$ cat src/rtl/exec_pkg.sv
`default_nettype none
// ============================================================================
// Module      : exec_pkg
// Description : Shared encodings for the execute stage: ALU operation codes,
//               FSM state type, CCR flag bit positions and operand-select
//               constants.
// Revision    : 1.0 - initial release
// ============================================================================
package exec_pkg;

  // ALU operation codes (5-bit). Codes not listed here behave as NOP.
  localparam logic [4:0] OP_NOP  = 5'd0;
  localparam logic [4:0] OP_MOV  = 5'd1;
  localparam logic [4:0] OP_ADD  = 5'd2;
  localparam logic [4:0] OP_SUB  = 5'd3;
  localparam logic [4:0] OP_AND  = 5'd4;
  localparam logic [4:0] OP_OR   = 5'd5;
  localparam logic [4:0] OP_NOT  = 5'd6;
  localparam logic [4:0] OP_INC  = 5'd7;
  localparam logic [4:0] OP_DEC  = 5'd8;
  localparam logic [4:0] OP_SHL  = 5'd9;
  localparam logic [4:0] OP_SHR  = 5'd10;
  localparam logic [4:0] OP_SETC = 5'd11;
  localparam logic [4:0] OP_CLRC = 5'd12;
  localparam logic [4:0] OP_MUL  = 5'd13;

  // Execute-stage control states.
  typedef enum logic [0:0] {
    ST_IDLE = 1'b0,
    ST_MUL  = 1'b1
  } state_t;

  // Bit positions inside the 3-bit condition-code register.
  localparam int FLAG_Z = 0;
  localparam int FLAG_N = 1;
  localparam int FLAG_C = 2;

  // Forwarding select values (3 falls back to the base operand).
  localparam logic [1:0] FWD_BASE  = 2'd0;
  localparam logic [1:0] FWD_EXMEM = 2'd1;
  localparam logic [1:0] FWD_MEMWB = 2'd2;

  // Operand-B source select values (3 falls back to forwarded op2).
  localparam logic [1:0] SRC_OP2   = 2'd0;
  localparam logic [1:0] SRC_IMM   = 2'd1;
  localparam logic [1:0] SRC_SHAMT = 2'd2;

endpackage
`default_nettype wire

$ cat src/rtl/execute_stage_pipe_seq_multiplier.sv
`default_nettype none
// ============================================================================
// Module      : seq_multiplier
// Description : Unsigned shift-add multiplier, one partial product per clock.
//               The first step is folded into the start edge, so done is
//               high in the cycle after WIDTH-1 further edges and the
//               consumer can register the product on the WIDTH-th edge.
// Ports       : clk, rst_n   - clock, async active-low reset
//               start        - latch a/b and begin (ignored during abort)
//               abort        - cancel the operation in flight
//               a, b         - multiplicand / multiplier
//               done         - product valid this cycle (combinational)
//               product      - 2*WIDTH bit unsigned product
// Revision    : 1.0 - initial release
// ============================================================================
module seq_multiplier #(
  parameter int WIDTH = 16
) (
  input  logic                 clk,
  input  logic                 rst_n,
  input  logic                 start,
  input  logic                 abort,
  input  logic [WIDTH-1:0]     a,
  input  logic [WIDTH-1:0]     b,
  output logic                 done,
  output logic [2*WIDTH-1:0]   product
);

  localparam int CW = $clog2(WIDTH) + 1;

  logic [2*WIDTH-1:0] p_q, p_d;
  logic [WIDTH-1:0]   m_q, m_d;
  logic [CW-1:0]      cnt_q, cnt_d;
  logic               run_q, run_d;

  // Right-shifting accumulator: upper half collects partial sums, lower half
  // holds the not-yet-consumed multiplier bits.
  function automatic logic [2*WIDTH-1:0] mul_step(input logic [2*WIDTH-1:0] p,
                                                  input logic [WIDTH-1:0]   m);
    logic [WIDTH:0] sum;
    sum = {1'b0, p[2*WIDTH-1:WIDTH]} + (p[0] ? {1'b0, m} : {(WIDTH+1){1'b0}});
    return {sum, p[WIDTH-1:1]};
  endfunction

  assign done    = run_q && (cnt_q == CW'(WIDTH));
  assign product = p_q;

  always_comb begin
    p_d   = p_q;
    m_d   = m_q;
    cnt_d = cnt_q;
    run_d = run_q;
    if (abort) begin
      run_d = 1'b0;
    end else if (start) begin
      p_d   = mul_step({{WIDTH{1'b0}}, b}, a);
      m_d   = a;
      cnt_d = CW'(1);
      run_d = 1'b1;
    end else if (run_q) begin
      if (done) begin
        run_d = 1'b0;
      end else begin
        p_d   = mul_step(p_q, m_q);
        cnt_d = cnt_q + CW'(1);
      end
    end
  end

  always_ff @(posedge clk or negedge rst_n) begin
    if (!rst_n) begin
      p_q   <= '0;
      m_q   <= '0;
      cnt_q <= '0;
      run_q <= 1'b0;
    end else begin
      p_q   <= p_d;
      m_q   <= m_d;
      cnt_q <= cnt_d;
      run_q <= run_d;
    end
  end

endmodule
`default_nettype wire

$ cat src/rtl/execute_stage_pipe.sv
`default_nettype none
// ============================================================================
// Module      : execute_stage_pipe
// Description : Pipeline execute stage. Operand forwarding/selection, a
//               single-cycle ALU with Z/N/C flags, and an iterative MUL that
//               stalls upstream via busy for WIDTH cycles.
// Ports       : clk, rst_n                - clock, async active-low reset
//               in_valid, flush, busy     - op handshake / cancel / stall
//               op1, op2, inport, immediate, shamt - operand sources
//               alu_op, alu_src, in_sel, fwd1_sel, fwd2_sel - controls
//               fwd_exmem, fwd_memwb      - forwarded results
//               out_valid, result, result_hi, mem_addr, ccr - outputs
// Revision    : 1.0 - initial release
// ============================================================================
module execute_stage_pipe
  import exec_pkg::*;
#(
  parameter int WIDTH = 16,
  parameter int SHW   = $clog2(WIDTH)
) (
  input  logic             clk,
  input  logic             rst_n,
  input  logic             in_valid,
  output logic             busy,
  input  logic             flush,
  input  logic [WIDTH-1:0] op1,
  input  logic [WIDTH-1:0] op2,
  input  logic [WIDTH-1:0] inport,
  input  logic [WIDTH-1:0] immediate,
  input  logic [SHW-1:0]   shamt,
  input  logic [4:0]       alu_op,
  input  logic [1:0]       alu_src,
  input  logic             in_sel,
  input  logic [1:0]       fwd1_sel,
  input  logic [1:0]       fwd2_sel,
  input  logic [WIDTH-1:0] fwd_exmem,
  input  logic [WIDTH-1:0] fwd_memwb,
  output logic             out_valid,
  output logic [WIDTH-1:0] result,
  output logic [WIDTH-1:0] result_hi,
  output logic [WIDTH-1:0] mem_addr,
  output logic [2:0]       ccr
);

  state_t             state_q, state_d;
  logic               out_valid_q, out_valid_d;
  logic [WIDTH-1:0]   result_q, result_d;
  logic [WIDTH-1:0]   result_hi_q, result_hi_d;
  logic [WIDTH-1:0]   mem_addr_q, mem_addr_d;
  logic [2:0]         ccr_q, ccr_d;
  logic [WIDTH-1:0]   b_lat_q, b_lat_d;   // MUL op2, reported at completion

  logic [WIDTH-1:0]   a_base, opa, b_fwd, opb;
  logic [WIDTH-1:0]   alu_res;
  logic [2:0]         alu_ccr;
  logic               upd_zn;
  logic [WIDTH:0]     sum, diff, inc, dec, shl_ext, shr_ext;

  logic               mul_start, mul_abort, mul_done;
  logic [2*WIDTH-1:0] mul_prod;

  // ---------------- operand selection ----------------
  always_comb begin
    a_base = in_sel ? inport : op1;
    case (fwd1_sel)
      FWD_EXMEM: opa = fwd_exmem;
      FWD_MEMWB: opa = fwd_memwb;
      default:   opa = a_base;
    endcase
    case (fwd2_sel)
      FWD_EXMEM: b_fwd = fwd_exmem;
      FWD_MEMWB: b_fwd = fwd_memwb;
      default:   b_fwd = op2;
    endcase
    case (alu_src)
      SRC_IMM:   opb = immediate;
      SRC_SHAMT: opb = {{(WIDTH-SHW){1'b0}}, shamt};
      default:   opb = b_fwd;
    endcase
  end

  // ---------------- single-cycle ALU ----------------
  // Top bit of each extended value is the carry/borrow/shifted-out bit.
  // Shifting a WIDTH+1 vector lets the last bit out land in a fixed position;
  // amounts beyond WIDTH shift out zeros, which is the correct last bit.
  assign sum     = {1'b0, opa} + {1'b0, opb};
  assign diff    = {1'b0, opa} - {1'b0, opb};
  assign inc     = {1'b0, opa} + {{WIDTH{1'b0}}, 1'b1};
  assign dec     = {1'b0, opa} - {{WIDTH{1'b0}}, 1'b1};
  assign shl_ext = {1'b0, opa} << opb;
  assign shr_ext = {opa, 1'b0} >> opb;

  always_comb begin
    alu_res = '0;          // NOP, SETC, CLRC and undefined codes yield 0
    alu_ccr = ccr_q;
    upd_zn  = 1'b0;
    case (alu_op)
      OP_MOV: alu_res = opa;
      OP_ADD: begin {alu_ccr[FLAG_C], alu_res} = sum;  upd_zn = 1'b1; end
      OP_SUB: begin {alu_ccr[FLAG_C], alu_res} = diff; upd_zn = 1'b1; end
      OP_AND: begin alu_res = opa & opb; upd_zn = 1'b1; end
      OP_OR:  begin alu_res = opa | opb; upd_zn = 1'b1; end
      OP_NOT: begin alu_res = ~opa;      upd_zn = 1'b1; end
      OP_INC: begin {alu_ccr[FLAG_C], alu_res} = inc;  upd_zn = 1'b1; end
      OP_DEC: begin {alu_ccr[FLAG_C], alu_res} = dec;  upd_zn = 1'b1; end
      OP_SHL: begin
        alu_res = shl_ext[WIDTH-1:0];
        if (opb != '0) alu_ccr[FLAG_C] = shl_ext[WIDTH];
        upd_zn = 1'b1;
      end
      OP_SHR: begin
        alu_res = shr_ext[WIDTH:1];
        if (opb != '0) alu_ccr[FLAG_C] = shr_ext[0];
        upd_zn = 1'b1;
      end
      OP_SETC: alu_ccr[FLAG_C] = 1'b1;
      OP_CLRC: alu_ccr[FLAG_C] = 1'b0;
      default: ;
    endcase
    if (upd_zn) begin
      alu_ccr[FLAG_Z] = (alu_res == '0);
      alu_ccr[FLAG_N] = alu_res[WIDTH-1];
    end
  end

  // ---------------- control FSM / output registers ----------------
  always_comb begin
    state_d     = state_q;
    out_valid_d = 1'b0;
    result_d    = result_q;
    result_hi_d = result_hi_q;
    mem_addr_d  = mem_addr_q;
    ccr_d       = ccr_q;
    b_lat_d     = b_lat_q;
    mul_start   = 1'b0;
    mul_abort   = 1'b0;
    case (state_q)
      ST_IDLE: begin
        if (in_valid && !flush) begin
          if (alu_op == OP_MUL) begin
            mul_start = 1'b1;
            b_lat_d   = opb;
            state_d   = ST_MUL;
          end else begin
            out_valid_d = 1'b1;
            result_d    = alu_res;
            result_hi_d = '0;
            mem_addr_d  = opb;
            ccr_d       = alu_ccr;
          end
        end
      end
      ST_MUL: begin
        if (flush) begin
          mul_abort = 1'b1;
          state_d   = ST_IDLE;
        end else if (mul_done) begin
          state_d          = ST_IDLE;
          out_valid_d      = 1'b1;
          result_d         = mul_prod[WIDTH-1:0];
          result_hi_d      = mul_prod[2*WIDTH-1:WIDTH];
          mem_addr_d       = b_lat_q;
          ccr_d[FLAG_Z]    = (mul_prod == '0);
          ccr_d[FLAG_N]    = mul_prod[2*WIDTH-1];
        end
      end
      default: state_d = ST_IDLE;
    endcase
  end

  always_ff @(posedge clk or negedge rst_n) begin
    if (!rst_n) begin
      state_q     <= ST_IDLE;
      out_valid_q <= 1'b0;
      result_q    <= '0;
      result_hi_q <= '0;
      mem_addr_q  <= '0;
      ccr_q       <= 3'b000;
      b_lat_q     <= '0;
    end else begin
      state_q     <= state_d;
      out_valid_q <= out_valid_d;
      result_q    <= result_d;
      result_hi_q <= result_hi_d;
      mem_addr_q  <= mem_addr_d;
      ccr_q       <= ccr_d;
      b_lat_q     <= b_lat_d;
    end
  end

  seq_multiplier #(
    .WIDTH (WIDTH)
  ) u_mul (
    .clk     (clk),
    .rst_n   (rst_n),
    .start   (mul_start),
    .abort   (mul_abort),
    .a       (opa),
    .b       (opb),
    .done    (mul_done),
    .product (mul_prod)
  );

  assign busy      = (state_q == ST_MUL);
  assign out_valid = out_valid_q;
  assign result    = result_q;
  assign result_hi = result_hi_q;
  assign mem_addr  = mem_addr_q;
  assign ccr       = ccr_q;

endmodule
`default_nettype wire

$ cat config.mk
export PLATFORM = sky130hd
export DESIGN_NAME = execute_stage_pipe
export DESIGN_NICKNAME = d
export VERILOG_FILES = /design/src/rtl/exec_pkg.sv /design/src/rtl/execute_stage_pipe_seq_multiplier.sv /design/src/rtl/execute_stage_pipe.sv
export SDC_FILE = /design/constraint.sdc
export NUM_CORES = 1
export LEC_CHECK = 0
export CAP_MARGIN = 15
export CORE_MARGIN = 10
export CORE_UTILIZATION = 42
export CTS_CLUSTER_DIAMETER = 60
export DETAILED_ROUTE_END_ITERATION = 10
export SLEW_MARGIN = 40
export SYNTH_ARGS = -nofsm -noshare
export SYNTH_HDL_FRONTEND = slang
export SYNTH_SLANG_ARGS = --single-unit
$ cat constraint.sdc
create_clock -name clk -period 3.7 [get_ports clk]
set_clock_uncertainty 0.2 [all_clocks]
set_input_delay 0.555 -clock clk [delete_from_list [all_inputs] [get_ports clk]]
set_output_delay 0.555 -clock clk [all_outputs]
set_load 0.02 [all_outputs]
==> flow_summary_export.csv, run 1 <==
group,metric,value,unit
final_layout,nNetsFinal,2358,
clock_network,cts_tree,"done",
sta,drv_slew,0,
sta,max_freq,242.5,MHz
routing,antenna_left,0,
clock_network,cts_buffer_depth,2,
grt,track_usage,0.3228,
sta,hold_viol,0,
synthesis,syn-num-nets,1751,
routing,via_per_inst,6.078,
sta,period_minus_slack,4.124,ns
sta,worst_pin_slew,0.7968,ns
final_layout,design_area,0.01988,mm^2
outcome,status,"finished, violations left",
worst_setup_path,worstPathArrival,4.28,ns
flow_run,cap_violations,0,
routing,drtIter0Drc,1492,
routing,wl_per_cell,23.74,um
final_layout,final_layout_size_suffix_gt1_frac,0.3670,
grt,antenna_found_initial,1,
routing,drt_pass1_iterations,6,
die,die_y,189.4,um
final_layout,diodes,0,
routing,wl_met3,5143,um
worst_setup_path,cp-start-kind,"primary input",
clock_network,clkLatencyLatePin,0.43,ns
final_layout,final_core_util,0.7098,
die,die_x,189.4,um
die,core-area,0.02801,mm^2
min_path,hold_path.class,"reg -> reg",
power,peakVddDrop,0.3123,mV
grt,grt_max_degree,94,
final_layout,area.growth.synth_to_final,64.98,%
worst_setup_path,required,3.86,ns
sta,setup_ws,-0.4245,ns
clock_network,clkTransAtPathRegs,0.06,ns
clock_network,cts_inserted_buffers,17,
sta,rsz0062_at_grt,"yes",
routing,wl_met1,23450,um
routing,drcViolationCount,0,
die,die_area,0.03587,mm^2
die,io_pins,169,
synthesis,ys_seq_elements,123,
clock_network,h-tree-depth,4,
placed_design,io_buffers,168,
clock_network,cts_root_buffer,"clkbuf_16",
outcome,violations,"setup timing",
die,rows,61,
synthesis,syn_area_per_cell,7.740,um^2
grt,grt_overflow,0,
synthesis,synth_area,0.01205,mm^2
synthesis,synth_warnings,0,
synthesis,synthCells,1557,
worst_setup_path,critPathMaxFanout,7,
placed_design,place_hpwl,47540,um
routing,wirelength,60660,um
sta,slew_headroom,0.4669,
sta,period_share,1.115,
power,powerDensity,440.7,mW/mm^2
synthesis,yosys_most_used_dff,"dfrtp_1",
placed_design,place.gp.congestion,1.118,
synthesis,async_reset_ff_frac,1.000,
routing,wl_met2,28090,um
die,start_util,0.4302,
final_layout,final_cell_mix,"476 x buf_4, 152 x nand2_1, 144 x clkdlybuf4s50_1",
final_layout,layout_commonest_cell,"buf_4",
routing,vias,15530,
power,leakage,9.019,nW
grt,grt_pass1_vias,15580,
worst_setup_path,end_kind,"flop",
clock_network,clkSinkCount,123,
final_layout,nFillCells,2273,
synthesis,synth_cell_types,98,
synthesis,synth_edf_count,0,
placed_design,placed_area,0.01753,mm^2
grt,grt_first_pass_wirelength,90860,um
worst_setup_path,critical_path_class,"in -> reg",
synthesis,synth_seq_area_share,0.2554,
routing,dr.max_layer_used,"met5",
sta,finalSetupViolCount,15,
-- flip-flops by register name (all words and copies together), names as in the netlist --
| signal | flops |
|---|---|
| u_mul.m_q | 16 |
| result | 16 |
| b_lat_q | 16 |
| ccr | 3 |
| u_mul.run_q | 1 |
| result_hi | 16 |
| u_mul.product | 32 |
| busy | 1 |
| u_mul.cnt_q | 5 |
| out_valid | 1 |
| mem_addr | 16 |
-- worst max-delay path: stages --
cell and delay (ns):
buf_8 0.09, inv_6 0.03, ha_4 0.32, a221o_1 0.19, o21ai_4 0.09, a21oi_4 0.30
ha_4 0.28, a21oi_2 0.13, o21bai_1 0.09, a221o_1 0.32, a221o_1 0.30, a221oi_2 0.30
o221ai_2 0.16, nor3_2 0.15, or4b_4 0.50, nor4_4 0.28, nand4_1 0.12, nand2_1 0.08
-- area by class of cell --
type | instances | area (um^2) | area share
well taps | 378 | 473.0 | 0.02379
clock buffers | 20 | 456.7 | 0.02297
clock inverters | 12 | 186.4 | 0.009376
flip-flops and latches | 123 | 3079 | 0.1549
inverters | 66 | 265.3 | 0.01334
multi-input cells | 1266 | 9558 | 0.4807
repair buffers | 690 | 5864 | 0.2949
-- cell families after synthesis --
family | Yosys count | share of synthesized area
AO/OA/AOI/OAI | 573 | 0.3322
AND/OR/NAND/NOR | 557 | 0.2220
buffers and inverters | 168 | 0.06105
flip-flops | 123 | 0.2554
adder cells (fa/ha/maj) | 78 | 0.08285
multiplexers | 33 | 0.02834
XOR/XNOR | 25 | 0.01817
-- stage by stage --
step	worst slack (ns)	hold slack (ns)	setup TNS (ns)	instances	power [mW]
final	-0.4245	0.2753	-2.302	2555	8.762
after CTS	-0.3406	0.2774	-1.551	2538	8.343
after floorplan	-0.6341	0.05941	-4.650	1557	3.979
after detailed placement	-1.631	0.2655	-22.35	2473	6.110
after global placement	-1.502	0.2550	-20.86	2473	6.049
after global routing	-0.5315	0.2800	-3.926	2555	9.164
-- path summary, 6_finish.rpt --
check / startpoint / cells after the start / end / slack (ns)
max: fwd2_sel[0] / 18 / ccr[0]$_DFFE_PN0P_ / -0.42
min: mem_addr[0]$_DFFE_PN0P_ / 2 / mem_addr[0]$_DFFE_PN0P_ / 0.28
max reg2reg: u_mul.product[0]$_DFFE_PN0P_ / 14 / u_mul.product[31]$_DFFE_PN0P_ / 0.34
min reg2reg: mem_addr[0]$_DFFE_PN0P_ / 2 / mem_addr[0]$_DFFE_PN0P_ / 0.28
max in group asynchronous: rst_n / 3 / result[10]$_DFFE_PN0P_ / 2.05
min in group asynchronous: rst_n / 2 / result_hi[4]$_DFFE_PN0P_ / 0.41
-- per-layer routing --
layer,track usage,vias to the layer above
met5,0,-
met4,0.1932,2
met3,0.07148,226
met2,0.5308,823
met1,0.3780,7417
li1,-,7061
-- synthesized netlist by cell type, types with 6 or more instances --
cell type | n | share of area
o22ai_1 | 16 | 0.0083
a211oi_1 | 15 | 0.0093
nand3_1 | 72 | 0.030
nor2_1 | 142 | 0.044
o221ai_1 | 16 | 0.012
nand2_1 | 155 | 0.048
and2_1 | 20 | 0.010
inv_2 | 10 | 0.0031
a22oi_1 | 16 | 0.010
o21bai_1 | 7 | 0.0044
xnor2_1 | 15 | 0.011
nand2b_1 | 16 | 0.0083
nor4_1 | 16 | 0.0083
mux2i_1 | 28 | 0.023
a221o_1 | 28 | 0.023
clkbuf_1 | 61 | 0.019
buf_6 | 8 | 0.0075
o21ai_0 | 131 | 0.054
a21oi_1 | 121 | 0.050
o21ai_2 | 6 | 0.0044
a311oi_1 | 7 | 0.0051
buf_2 | 24 | 0.010
inv_1 | 55 | 0.017
nand4_1 | 17 | 0.0088
o21ai_1 | 11 | 0.0046
a21o_1 | 28 | 0.017
and3_1 | 13 | 0.0067
xor2_1 | 10 | 0.0073
nor2b_1 | 18 | 0.0093
a21oi_2 | 6 | 0.0044
nor3_1 | 50 | 0.021
a221oi_1 | 25 | 0.018
a22o_1 | 22 | 0.016
o211ai_1 | 17 | 0.011
ha_1 | 75 | 0.078
o2111ai_1 | 8 | 0.0058
o31ai_1 | 14 | 0.0087
dfrtp_1 | 123 | 0.26
a31oi_1 | 9 | 0.0047
-- power breakdown --
group	switching [mW]	internal (mW)	total [mW]
Combinational	2.65	2.35	5.00
Clock	0.653	1.17	1.82
Sequential	0.302	1.64	1.94
Total	3.60	5.16	8.76
-- timing repair --
action,in CTS,in global routing
gates resized for setup,212,118
hold buffers,1,0
pin swaps,73,70
setup buffers,33,25
endpoints found under the setup margin,19,22
hold endpoints to repair,30,0
(Power assumes the default switching activity.)
==> run 2, diff against run 1 <==
ABC_AREA = 1   (was unset)
==> flow_summary_export.csv, run 2 <==
group,metric,value,unit
worst_setup_path,critical_path_class,"in -> reg",
worst_setup_path,rr_endpoint,"u_mul.product[29]$_DFFE_PN0P_",
routing,antenna_left,0,
synthesis,synth_seq_area_share,0.2497,
clock_network,cts_root_buffer,"clkbuf_16",
synthesis,synth_edf_count,0,
final_layout,diodes,0,
die,io_pins,169,
placed_design,place_hpwl,45630,um
grt,antenna_found_initial,0,
clock_network,clkSinkCount,123,
sta,finalSetupViolCount,1,
clock_network,clkTransAtPathRegs,0.05,ns
sta,setup_ws,-0.05288,ns
sta,hold_viol,0,
worst_setup_path,rr_worst_depth,17,
final_layout,nFillCells,2775,
final_layout,layout_commonest_cell,"nand2_1",
routing,drtIter0Drc,1538,
clock_network,clkLatencyLatePin,0.41,ns
final_layout,final_layout_size_suffix_gt1_frac,0.2667,
placed_design,io_buffers,168,
synthesis,yosys-top-cells-area,"dfrtp_1 25%, nand2_1 15%, nand3_1 9.5%, ha_1 7.6%, inv_1 5.2%",
synthesis,syn-num-nets,2105,
power,leakage,8.827,nW
sta,period_minus_slack,3.753,ns
power,power,8.050,mW
synthesis,synth_top_area_share,0.2497,
worst_setup_path,required,3.84,ns
power,combinationalPowerShare,0.554,
power,power.share.sequential,0.230,
min_path,whs_endpoint,"b_lat_q[13]$_DFFE_PN0P_",
grt,grt_max_degree,48,
routing,wirelength,57260,um
min_path,whs_path_depth,2,
final_layout,largest_reg_flops,32,
power,peakVddDrop,0.3344,mV
synthesis,synth_area,0.01232,mm^2
power,sw_frac_of_total,0.4286,
synthesis,yosys_most_used_dff,"dfrtp_1",
routing,drt_pass1_iterations,6,
final_layout,area.growth.synth_to_final,47.17,%
worst_setup_path,worstPathArrival,3.90,ns
placed_design,place.gp.congestion,1.058,
sta,max_freq,266.5,MHz
synthesis,synth_common_cells,"496 x nand2_1, 235 x nand3_1, 171 x inv_1, 149 x nor2_1, 125 x o21ai_0",
die,die_y,191.3,um
grt,track_usage,0.3042,
power,pwr-share-clk,0.216,
synthesis,synth_top_area_cell,"dfrtp_1",
sta,rsz0062_at_grt,"yes",
worst_setup_path,cp-start-kind,"primary input",
routing,drcViolationCount,0,
synthesis,synth_cell_types,61,
sta,hold_ws,0.2748,ns
power,internal_power,4.600,mW
synthesis,synth_warnings,0,
die,die_x,191.3,um
synthesis,async_reset_ff_frac,1.000,
sta,worst_pin_slew,0.8716,ns
synthesis,syn_area_per_cell,6.449,um^2
flow_run,cap_violations,0,
synthesis,synth_most_common_cell,"nand2_1",
clock_network,cts_inserted_buffers,17,
die,rows,62,
die,start_util,0.4271,
clock_network,cts_buffer_depth,2,
synthesis,ys_seq_elements,123,
sta,period_share,1.014,
sta,drv_slew,0,
grt,grt_first_pass_wirelength,87160,um
outcome,status,"finished, violations left",
routing,wl_per_cell,20.90,um
worst_setup_path,end_kind,"flop",
die,core-area,0.02886,mm^2
clock_network,h-tree-depth,4,
routing,vias,15710,
clock_network,cts_tree,"done",
power,powerDensity,443.8,mW/mm^2
routing,via_per_inst,5.736,
placed_design,dp_slack,-1.079,ns
worst_setup_path,reg2reg_slack,0.36,ns
synthesis,synthCells,1911,
sta,slew_headroom,0.4168,
final_layout,nNetsFinal,2537,
power,power.switching,3.450,mW
grt,grt_overflow,0,
worst_setup_path,critPathMaxFanout,6,
min_path,min_from,"b_lat_q[13]$_DFFE_PN0P_",
placed_design,placed_area,0.01653,mm^2
final_layout,final_cell_mix,"470 x nand2_1, 316 x buf_4, 216 x nand3_1",
die,die_area,0.03660,mm^2
min_path,hold_path.class,"reg -> reg",
worst_setup_path,r2r-start,"u_mul.product[0]$_DFFE_PN0P_",
outcome,violations,"setup timing",
grt,grt_pass1_vias,15060,
final_layout,design_area,0.01814,mm^2
[run 2: changes by cell type after synthesis, sizes merged, moves of 18 or more]
cell    change
nor2b      -18
nand2     +366
nor3       -26
inv       +120
nand3     +175
a22o       -19
nor2       +19
a221o      -28
a21o       -28
mux2i      -30
a221oi     -23
and2       -19
[run 2: kinds of logic (layout without fill, tap and decap cells)]
group | count (synthesis) | in the layout | share of synthesized area
and+or+nand+nor | 1009 | 1009 | 0.3636
AOI/OAI and AO/OA | 403 | 403 | 0.1963
buffers and inverters | 289 | 733 | 0.1029
DFF | 123 | 123 | 0.2497
adders and majority gates | 78 | 78 | 0.08102
xor gates and xnor gates | 9 | 9 | 0.006396
[run 2: power groups by stage]
| stage | Sequential, mW | Clock [mW] | Combinational, mW |
|---|---|---|---|
| after floorplan | 1.89 | 0 | 2.17 |
| final | 1.85 | 1.74 | 4.46 |
| after global routing | 1.88 | 1.82 | 4.79 |
| after detailed placement | 1.86 | 0 | 3.97 |
| after global placement | 1.85 | 0 | 3.93 |
| after CTS | 1.84 | 1.75 | 4.13 |
[run 2: timing repair]
action | in CTS | in global routing
endpoints found under the hold margin | 43 | 0
pin swaps | 42 | 76
hold buffers | 1 | 0
cloned | 2 | 1
resized for setup | 105 | 139
setup buffers | 10 | 16
setup endpoints to repair | 18 | 19
[run 2: cell type report]
type,count,area [um^2],share of cell area
Timing Repair Buffer,509,4379,0.2414
Tap cell,384,480.5,0.02649
Sequential cell,123,3078,0.1697
Timing Repair inverter,2,17.52,0.0009658
Inverter,191,763.2,0.04208
Multi-Input combinational cell,1499,8802,0.4853
Clock inverter,11,170.2,0.009382
Clock buffer,20,446.7,0.02463
[run 2: layer usage]
metal / share of wire / GRT usage
met2: 0.45 / 0.4890
met3: 0.081 / 0.04665
met1: 0.41 / 0.3904
met4: 0.055 / 0.1505
met5: 0 / 0
[run 2: worst max-delay path by stage]
stage | start | end | slack [ns] | depth (start not counted)
5_1_grt | fwd2_sel[0] | result[3]$_DFFE_PN0P_ | -0.16 | 19
4_1_cts | fwd1_sel[0] | ccr[0]$_DFFE_PN0P_ | 0.001 | 25
3_5_place_dp | alu_src[0] | ccr[0]$_DFFE_PN0P_ | -1.08 | 24
2_1_floorplan | alu_src[0] | ccr[0]$_DFFE_PN0P_ | -0.27 | 29
3_3_place_gp | alu_src[0] | ccr[0]$_DFFE_PN0P_ | -1.12 | 24
6_report | fwd2_sel[1] | ccr[0]$_DFFE_PN0P_ | -0.05 | 20
[run 2: critical path, stage by stage]
cell,delay (ns)
buf_4,0.13
ha_4,0.35
inv_8,0.06
or2_1,0.24
a31o_4,0.25
ha_4,0.29
inv_4,0.05
a21oi_4,0.14
nand2_2,0.07
buf_4,0.14
o21ai_1,0.22
o221ai_1,0.19
nor4_2,0.33
buf_4,0.17
nand3_1,0.12
nor2_1,0.16
nand3_1,0.09
nor2_1,0.12
nand3_2,0.09
a21oi_2,0.13
[run 2: stage by stage]
step | TNS, ns | utilization | std cells
6_report | -0.05288 | 0.6285 | 2739
2_1_floorplan | -0.7495 | - | 1911
4_1_cts | 0 | 0.6081 | 2722
3_5_place_dp | -16.05 | 0.5727 | 2678
3_3_place_gp | -15.61 | 0.5727 | 2678
5_1_grt | -0.6507 | 0.6285 | 2739
